[src/rtl/usb_crc_pkg.sv]
// Shared definitions for the USB CRC16 transmit path.
//   crc_state_t      : appender FSM states
//   CRC16_SEED       : register preset loaded at the start of every packet
//   CRC16_POLY       : generator polynomial x^16 + x^15 + x^2 + 1 (x^16 implicit)
//   CRC16_RESIDUAL   : remainder a receiver sees after data + inverted CRC
package usb_crc_pkg;

    typedef enum logic [1:0] {
        ST_IDLE,
        ST_DATA,
        ST_CRC,
        ST_DONE
    } crc_state_t;

    localparam logic [15:0] CRC16_SEED     = 16'hFFFF;
    localparam logic [15:0] CRC16_POLY     = 16'h8005;
    localparam logic [15:0] CRC16_RESIDUAL = 16'h800D;

endpackage

[src/rtl/tx_crc16_appender_if.sv]
// Bit-level link between a serial payload source, the CRC appender and the
// downstream bit-stuffer.
//   start, bit_strobe, payload_bit, data_end : source -> appender
//   tx_bit, crc_active, busy, crc_done, crc_err : appender -> stuffer/status
// modport master : the payload source side
// modport slave  : the appender side
interface tx_crc16_appender_if;

    logic start;
    logic bit_strobe;
    logic payload_bit;
    logic data_end;
    logic tx_bit;
    logic crc_active;
    logic busy;
    logic crc_done;
    logic crc_err;

    modport master (
        output start, bit_strobe, payload_bit, data_end,
        input  tx_bit, crc_active, busy, crc_done, crc_err
    );

    modport slave (
        input  start, bit_strobe, payload_bit, data_end,
        output tx_bit, crc_active, busy, crc_done, crc_err
    );

endinterface

[src/rtl/crc16_step.sv]
// One serial step of CRC16 (poly 0x8005), MSB-side feedback.
//   crc_in  : current register value
//   bit_in  : serial bit being absorbed
//   crc_out : register value after absorbing bit_in
module crc16_step
    import usb_crc_pkg::*;
(
    input  logic [15:0] crc_in,
    input  logic        bit_in,
    output logic [15:0] crc_out
);

    logic fb;

    assign fb      = crc_in[15] ^ bit_in;
    assign crc_out = {crc_in[14:0], 1'b0} ^ (fb ? CRC16_POLY : '0);

endmodule

[src/rtl/tx_crc16_appender.sv]
// Serial CRC16 appender: passes payload bits through while accumulating the
// CRC, then emits the inverted remainder MSB first, 16 strobes long.
//   clk  : system clock, rising edge
//   rst  : asynchronous active-high reset
//   bus  : tx_crc16_appender_if.slave (start/bit_strobe/payload_bit/data_end in,
//          tx_bit/crc_active/busy/crc_done/crc_err out)
// Build option TX_CRC_SELFCHECK_EN: adds a receiver-style checker fed with
// every strobed tx_bit; crc_err flags a wrong residual in DONE. Without it
// crc_err is tied low.
module tx_crc16_appender
    import usb_crc_pkg::*;
(
    input  logic               clk,
    input  logic               rst,
    tx_crc16_appender_if.slave bus
);

    crc_state_t  state, state_nxt;
    logic [15:0] crc, crc_nxt, crc_step;
    logic [3:0]  bit_cnt, bit_cnt_nxt;
    logic        tx_bit;

    crc16_step u_crc_step (
        .crc_in  (crc),
        .bit_in  (bus.payload_bit),
        .crc_out (crc_step)
    );

    always_ff @(posedge clk or posedge rst) begin
        if (rst) begin
            state   <= ST_IDLE;
            crc     <= CRC16_SEED;
            bit_cnt <= '0;
        end else begin
            state   <= state_nxt;
            crc     <= crc_nxt;
            bit_cnt <= bit_cnt_nxt;
        end
    end

    always_comb begin
        state_nxt   = state;
        crc_nxt     = crc;
        bit_cnt_nxt = bit_cnt;
        if (bus.start) begin
            // start overrides everything, including a strobe in the same cycle
            state_nxt   = ST_DATA;
            crc_nxt     = CRC16_SEED;
            bit_cnt_nxt = '0;
        end else begin
            unique case (state)
                ST_IDLE: ;
                ST_DATA: begin
                    // a strobe coinciding with data_end is still absorbed
                    if (bus.bit_strobe) crc_nxt = crc_step;
                    if (bus.data_end)   state_nxt = ST_CRC;
                end
                ST_CRC: begin
                    if (bus.bit_strobe) begin
                        crc_nxt     = {crc[14:0], 1'b0};
                        bit_cnt_nxt = bit_cnt + 4'd1;
                        if (bit_cnt == 4'd15) state_nxt = ST_DONE;
                    end
                end
                ST_DONE: state_nxt = ST_IDLE;
                default: state_nxt = ST_IDLE;
            endcase
        end
    end

    always_comb begin
        tx_bit = 1'b0;
        unique case (state)
            ST_DATA: tx_bit = bus.payload_bit;
            ST_CRC:  tx_bit = ~crc[15];
            default: tx_bit = 1'b0;
        endcase
    end

    assign bus.tx_bit     = tx_bit;
    assign bus.crc_active = (state == ST_CRC);
    assign bus.busy       = (state != ST_IDLE);
    assign bus.crc_done   = (state == ST_DONE);

`ifdef TX_CRC_SELFCHECK_EN
    logic [15:0] chk, chk_step;
    logic        err_q;
    logic        chk_bad;

    crc16_step u_chk_step (
        .crc_in  (chk),
        .bit_in  (tx_bit),
        .crc_out (chk_step)
    );

    assign chk_bad = (state == ST_DONE) && (chk != CRC16_RESIDUAL);

    always_ff @(posedge clk or posedge rst) begin
        if (rst) begin
            chk   <= CRC16_SEED;
            err_q <= 1'b0;
        end else if (bus.start) begin
            chk   <= CRC16_SEED;
            err_q <= 1'b0;
        end else begin
            if (bus.bit_strobe && (state == ST_DATA || state == ST_CRC))
                chk <= chk_step;
            if (chk_bad)
                err_q <= 1'b1;
        end
    end

    // visible already during DONE, then held by err_q until start/reset
    assign bus.crc_err = err_q | chk_bad;
`else
    assign bus.crc_err = 1'b0;
`endif

endmodule

[src/flat_wrapper.sv]
// flat-port wrapper written by rule: the top's interface ports become plain ports
module tx_crc16_appender_flat import usb_crc_pkg::*;
  (clk, rst, bus_start, bus_bit_strobe, bus_payload_bit, bus_data_end, bus_tx_bit, bus_crc_active, bus_busy, bus_crc_done, bus_crc_err);
  tx_crc16_appender_if bus_i ();
  input  logic clk;
  input  logic rst;
  input wire logic [$bits(bus_i.start)-1:0] bus_start;
  input wire logic [$bits(bus_i.bit_strobe)-1:0] bus_bit_strobe;
  input wire logic [$bits(bus_i.payload_bit)-1:0] bus_payload_bit;
  input wire logic [$bits(bus_i.data_end)-1:0] bus_data_end;
  output wire logic [$bits(bus_i.tx_bit)-1:0] bus_tx_bit;
  output wire logic [$bits(bus_i.crc_active)-1:0] bus_crc_active;
  output wire logic [$bits(bus_i.busy)-1:0] bus_busy;
  output wire logic [$bits(bus_i.crc_done)-1:0] bus_crc_done;
  output wire logic [$bits(bus_i.crc_err)-1:0] bus_crc_err;
  assign bus_i.start = bus_start;
  assign bus_i.bit_strobe = bus_bit_strobe;
  assign bus_i.payload_bit = bus_payload_bit;
  assign bus_i.data_end = bus_data_end;
  assign bus_tx_bit = bus_i.tx_bit;
  assign bus_crc_active = bus_i.crc_active;
  assign bus_busy = bus_i.busy;
  assign bus_crc_done = bus_i.crc_done;
  assign bus_crc_err = bus_i.crc_err;
  tx_crc16_appender u_core (.clk(clk), .rst(rst), .bus(bus_i));
endmodule
[config.mk]
export PLATFORM = sky130hd
export DESIGN_NAME = tx_crc16_appender_flat
export DESIGN_NICKNAME = d
export VERILOG_FILES = /design/src/rtl/usb_crc_pkg.sv /design/src/rtl/tx_crc16_appender_if.sv /design/src/rtl/crc16_step.sv /design/src/rtl/tx_crc16_appender.sv /design/src/flat_wrapper.sv
export SDC_FILE = /design/constraint.sdc
export NUM_CORES = 1
export LEC_CHECK = 0
export CAP_MARGIN = 5
export CORE_MARGIN = 3
export CORE_UTILIZATION = 28
export CTS_CLUSTER_DIAMETER = 60
export CTS_CLUSTER_SIZE = 10
export DETAILED_ROUTE_END_ITERATION = 10
export PLACE_DENSITY = 0.5
export RECOVER_POWER = 25
export SETUP_SLACK_MARGIN = 0.3
export SLEW_MARGIN = 40
export SYNTH_ARGS = -nofsm -noshare
export SYNTH_HDL_FRONTEND = slang
export SYNTH_SLANG_ARGS = --single-unit
[constraint.sdc]
create_clock -name clk -period 3.7 [get_ports clk]
set_input_delay 0.74 -clock clk [delete_from_list [all_inputs] [get_ports clk]]
set_output_delay 0.74 -clock clk [all_outputs]
set_load 0.05 [all_outputs]
==> results of run 1 <==
==> per-layer routing <==
layer  vias to the layer above  routed length, µm  global-route usage
met2                        12               1063              0.1627
met4                         0                  8             0.02088
li1                        413                  -                   -
met5                         -                  0                   0
met3                         2                 97             0.02983
met1                       412               1043              0.1199
==> worst max-delay path by stage <==
stage | start | end | slack (ns)
floorplan | u_core.state[0] | bus_tx_bit | 0.43
global placement | bus_payload_bit | bus_tx_bit | 0.70
detailed placement | bus_payload_bit | bus_tx_bit | 0.69
CTS | u_core.state[0] | bus_tx_bit | 0.55
global route | u_core.state[0] | bus_tx_bit | 0.39
finish | u_core.state[0] | bus_tx_bit | 0.54
==> cell type report <==
class,instances,area share
inverters,4,0.01123
clock buffers,4,0.04958
multi-input cells,87,0.4041
repair buffers,9,0.06361
flip-flops and latches,22,0.4266
well taps,48,0.04490
==> power by group through the flow <==
stage               Combinational (mW)  Clock [mW]  Sequential [mW]
finish                           0.440       0.198            0.396
global route                     0.490       0.215            0.409
CTS                              0.449       0.205            0.396
detailed placement               0.447           0            0.399
global placement                 0.438           0            0.396
floorplan                        0.364           0            0.389
==> per-stage QoR <==
stage	hold WS, ns	setup WS (ns)	area, µm²	total power [mW]	utilization
6_report	0.4874	0.5449	1338	1.034	0.3471
3_3_place_gp	0.4685	0.7005	1276	0.8337	0.3312
3_5_place_dp	0.4760	0.6878	1276	0.8466	0.3312
5_1_grt	0.5129	0.3876	1338	1.113	0.3471
2_1_floorplan	0.4642	0.4258	1179	0.7524	-
4_1_cts	0.4890	0.5475	1343	1.050	0.3484
==> critical path: cells and delay by family (launching register included) <==
kind | cells | cell delay (ns)
compound gates | 1 | 0.18
buf+inv | 2 | 0.94
flops | 1 | 0.42
fa+ha+maj | 1 | 0.51
simple gates | 1 | 0.10
==> flip-flops by register name, indices dropped and copies added (netlist names) <==
signal and flops:
u_core.crc 16, u_core.bit_cnt 4, u_core.state 2
==> logic make-up (layout without fill, tap and decap cells) <==
family          after synthesis  after routing  share of synthesized area
compound gates               13             13                    0.08387
other cells                   1              1                   0.003182
xor+xnor                      3              3                    0.02230
mux                           2              2                    0.01699
buf+inv                      13             17                    0.05731
fa+ha+maj                     5              5                    0.05308
flops                        22             22                     0.4841
simple gates                 63             63                     0.2792
==> synth_stat cells, types with 3 or more instances <==
| library cell | count |
|---|---|
| inv_1 | 4 |
| nand2b_1 | 3 |
| dfstp_2 | 16 |
| ha_1 | 5 |
| dfrtp_1 | 6 |
| a211oi_1 | 3 |
| clkbuf_1 | 3 |
| nand2_1 | 29 |
| nand3_1 | 3 |
| nand3b_1 | 13 |
| nor3_1 | 6 |
==> layout by cell type, fill, tap and decap left out, types with 2 or more instances in the layout <==
cell              n
a211oi_1          3
a21oi_1           2
clkbuf_8          3
clkdlybuf4s50_1   7
dfrtp_1           6
dfstp_2          16
ha_1              5
inv_1             4
mux2i_1           2
nand2_1          29
nand2b_1          3
nand3_1           3
nand3b_1         13
nor2_1            2
nor3_1            6
nor4_1            2
xor2_1            2
==> run summary, run 1 <==
status - finished clean
internal power - 0.6357 mW
CTS Hold Buffers Added - 0
Die ar. - 5024 µm²
number of setup buffers added after CTS - 0
Final Hold Fails - 0
Slew headroom - 0.4455
number of setup violations in the final report - 0
DRT iter0 DRCs - 38
Critical Path RT - 2.96 ns
H-tree Lvls - 1
Clk pin slew, worst setup/hold paths - 0.08 ns
Finished Layout Cells - 174
CP peak stage delay - 0.82 ns
HP Class - flop to flop
Leakage - 0.5753 nW
clock latency on the worst-skew pair - 0.26 ns
register area share after synthesis - 0.4841
die height - 70.88 µm
critical path fanouts, max - 16
FP Rows - 22
clock buffer depth - 2
DRC Markers - 0
WHS Endpoint - u_core.crc[6]
I/O Pins - 11
GRT overflow - 0
Hold Startpoint - u_core.crc[5]
Mapped Area - 1179 µm²
Setup crit start kind - flop
number of flops mapped to enable cells by yosys - 0
CTS buffer count - 3
DR WL/cell - 12.72 µm
Total Routing Usage GR - 0.09596
Setup crit end kind - output port
Final GP Congestion - 0.6768
FF+latch count, synth - 22
area of the multi-input gates - 540.5 µm²
flip-flop and latch area - 570.5 µm²
Max Clk Rate - 317.0 MHz
Hold Crit Depth - 2
Data arrival, critical path - 2.42 ns
fin crit share - 0.8527
clk_skew - 0.0009646 ns
Setup Crit Path Kind - flop to output port
Syn Nets - 133
number of max-cap violations - 0
clock sink total - 22
critical path, cell by cell - inv_1, ha_1, nand2b_1, a21boi_0, clkdlybuf4s50_1
first-pass GRT wire length - 3898 µm
NetSw - 0.3983 mW
drt first pass iters - 4
synth warn - 0
Clk pwr share - 0.191
top post-synthesis cells by area - dfstp_2 (36%), dfrtp_1 (13%), nand2_1 (9.2%)
Synth top area share - 0.3567
CTS tree - built
number of distinct library cells after synthesis - 35
layout cells sized above 1 - 0.1905
pin count of the biggest net entering global routing - 28
Routed WL - 2213 µm
RSZ-0062 raised after global routing - no
# nets final - 138
combinational share of power - 0.426
ys flop type - dfstp_2
die width - 70.88 µm
switching share of power - 0.3852
vias in the first global route - 872
port bufs - 9
Fill cells - 406
HPWL after DPL - 1443 µm
root buf cell - clkbuf_8
Synth async-reset ratio - 1.000
maximum VDD drop - 0.3169 mV
RR Endpoint - u_core.crc[15]
Setup TNS Final - 0 ns
CP max stage cell - clkdlybuf4s50_1
vias per cell - 4.822
synthesized area per cell - 9.661 µm²
worst r2r src - u_core.state[0]
Worst Max-Slew Pin Slew - 0.8308 ns
Gate Count Post-Synth - 122
Core Footprint - 3854 µm²
leading area contributor after synthesis - dfstp_2
sequential power share - 0.383
total number of vias - 839
Resized Gates After CTS - 0
number of cells on the worst reg-to-reg path - 5
synthesis-to-layout area growth - 13.48%
clock period minus worst slack - 3.155 ns
cell area power density - 773.1 nW/µm²
placed instance count - 170
number of inserted diodes - 0
DRT antenna net count - 0
Initial Util - 0.3058
Slew Viols, Final - 0
initial antenna violation count - 0
R2R Setup Slk - 1.66 ns
Note: power is estimated with default switching activity, not from simulation.
==> run 2, diff against run 1 <==
- DONT_BUFFER_PORTS: default -> 1
- PLACE_DENSITY: 0.5 -> 0.46
==> run 2 against run 1 <==
  * Worst setup slack improved by 0.57 ns
  * Largest cell class unchanged
  * Die area did not move
  * Sequential cell count did not move
  * Non-clock buffer count down 8
==> run summary, run 2 (synthesis gave the netlist of run 1 again) <==
drt first pass iters - 4 (unchanged)
Die ar. - 5024 µm² (unchanged)
Setup crit start kind - flop
first-pass GRT wire length - 3870 µm (-0.72%)
DRC Markers - 0 (unchanged)
Initial Util - 0.3058 (unchanged)
clk_skew - 0.002682 ns (+0.001718 ns)
Total Routing Usage GR - 0.09619 (+0.0002384)
CTS Hold Buffers Added - 0 (unchanged)
vias per cell - 4.855 (+0.70%)
layout cells sized above 1 - 0.2119 (+0.02139)
Clk pwr share - 0.174 (-0.017)
DRT antenna net count - 0 (unchanged)
H-tree Lvls - 1 (unchanged)
Setup crit end kind - output port
Critical Path Start - u_core.state[0]
Core Footprint - 3854 µm² (unchanged)
switching share of power - 0.3968 (+0.01160)
number of max-cap violations - 0 (unchanged)
number of inserted diodes - 0 (unchanged)
Final GP Congestion - 0.7399 (+9.3%)
Setup TNS Final - 0 ns (unchanged)
worst hold margin - 0.4874 ns (+0.00003000 ns)
number of flip-flops in the largest register - 16 (unchanged)
vias in the first global route - 848 (-2.8%)
maximum VDD drop - 0.2876 mV (-9.3%)
Place WS - 1.416 ns (+0.7282 ns)
root buf cell - clkbuf_8
DRT iter0 DRCs - 27 (-29%)
# nets final - 130 (-5.8%)
NetSw - 0.3893 mW (-2.3%)
pin count of the biggest net entering global routing - 28 (unchanged)
Resized Gates After CTS - 0 (unchanged)
HP Class - flop to flop
Max Clk Rate - 386.7 MHz (+22%)
Final Hold Fails - 0 (unchanged)
Hold Crit Depth - 2 (unchanged)
port bufs - 0 (-9)
Data arrival, critical path - 1.85 ns (-0.57 ns)
R2R Setup Slk - 1.64 ns (-0.02 ns)
internal power - 0.5918 mW (-6.9%)
total number of vias - 806 (-3.9%)
Slew Viols, Final - 0 (unchanged)
HPWL after DPL - 1420 µm (-1.6%)
WHS Endpoint - u_core.crc[13]
CTS tree - built
most frequent cells in the layout - nand2_1 (29), dfstp_2 (16), nand3b_1 (13)
Final Util - 0.3247 (-0.02240)
combinational share of power - 0.420 (-0.006)
clock buffer depth - 2 (unchanged)
Routed WL - 2225 µm (+0.54%)
I/O Pins - 11 (unchanged)
setup ws final - 1.114 ns (+0.5691 ns)
fin crit share - 0.6989 (-0.1538)
Setup Crit Path Kind - flop to output port
Critical Path RT - 2.96 ns (about the same)
number of cells on the worst reg-to-reg path - 5 (unchanged)
most common cell after layout, fill and taps aside - nand2_1
clock period minus worst slack - 2.586 ns (-0.5691 ns)
number of setup violations in the final report - 0 (unchanged)
status - finished clean
CTS buffer count - 3 (unchanged)
number of setup buffers added after CTS - 0 (unchanged)
synthesis-to-layout area growth - 6.157%
RR Endpoint - u_core.crc[2]
Worst Max-Slew Pin Slew - 0.8136 ns (-0.01722 ns)
RSZ-0062 raised after global routing - no
die height - 70.88 µm (unchanged)
Largest regs - u_core.crc (16), u_core.bit_cnt (4), u_core.state (2)
Slew headroom - 0.4570 (+0.01149)
clock sink total - 22 (unchanged)
die width - 70.88 µm (unchanged)
clock latency on the worst-skew pair - 0.26 ns (about the same)
DR WL/cell - 13.40 µm (+5.4%)
critical path fanouts, max - 16 (unchanged)
Leakage - 0.5391 nW (-6.3%)
Hold Startpoint - u_core.crc[13]
FP Rows - 22 (unchanged)
cell area power density - 784.1 nW/µm² (+1.4%)
Most flops, register - u_core.crc
GRT overflow - 0 (unchanged)
worst r2r src - u_core.state[0]
initial antenna violation count - 0 (unchanged)
sequential power share - 0.405 (+0.022)
Clk pin slew, worst setup/hold paths - 0.08 ns (about the same)
run 2: cell count changes in the layout (fill, tap and decap cells not counted):
cell             before  now
buf_4                 0    1
dlygate4sd3_1         1    0
ha_2                  0    1
buf_2                 1    0
clkbuf_16             1    0
clkdlybuf4s50_1       7    0
a21boi_1              0    1
a21boi_0              1    0
clkbuf_8              3    4
ha_1                  5    4
run 2: cell type report:
class,count,area (µm²)
Tap cell,48,60.06
Inverter,4,15.01
Sequential cell,22,570.5
Fill cell,403,2603
Timing Repair Buffer,1,7.507
Multi-Input combinational cell,87,543.0
Clock buffer,4,55.05
run 2: worst max-delay path by stage:
| stage | slack [ns] | cells past startpoint | endpoint |
|---|---|---|---|
| detailed placement | 1.42 | 5 | bus_tx_bit |
| finish | 1.11 | 5 | bus_tx_bit |
| global placement | 1.17 | 5 | bus_tx_bit |
| floorplan | 0.43 | 6 | bus_tx_bit |
| CTS | 1.10 | 5 | bus_tx_bit |
| global route | 0.97 | 5 | bus_tx_bit |
run 2: metrics by stage:
step	cell area [µm²]	instances	power, mW
finish	1251	166	0.9811
global route	1251	166	1.062
CTS	1251	166	0.9972
detailed placement	1196	162	0.8152
global placement	1194	162	0.8041
floorplan	1179	122	0.7524
run 2: power groups by stage:
stage               sequential (mW)  combinational, mW  clock (mW)
finish                        0.397              0.412       0.171
detailed placement            0.400              0.415           0
CTS                           0.397              0.420       0.181
global placement              0.397              0.408           0
global route                  0.410              0.458       0.194
floorplan                     0.389              0.364           0
run 2: layer usage:
metal | track usage | wire (µm) | share of wire
met3 | 0.03693 | 97 | 0.044
met4 | 0.02714 | 12 | 0.0054
met5 | 0 | 0 | 0
met2 | 0.1689 | 1090 | 0.49
met1 | 0.1083 | 1025 | 0.46
run 2: worst max-delay path: stages (launching register included):
cell and delay, ns:
dfrtp_1 0.42, inv_1 0.13, ha_2 0.55, nand2b_1 0.10
a21boi_1 0.16, buf_4 0.21
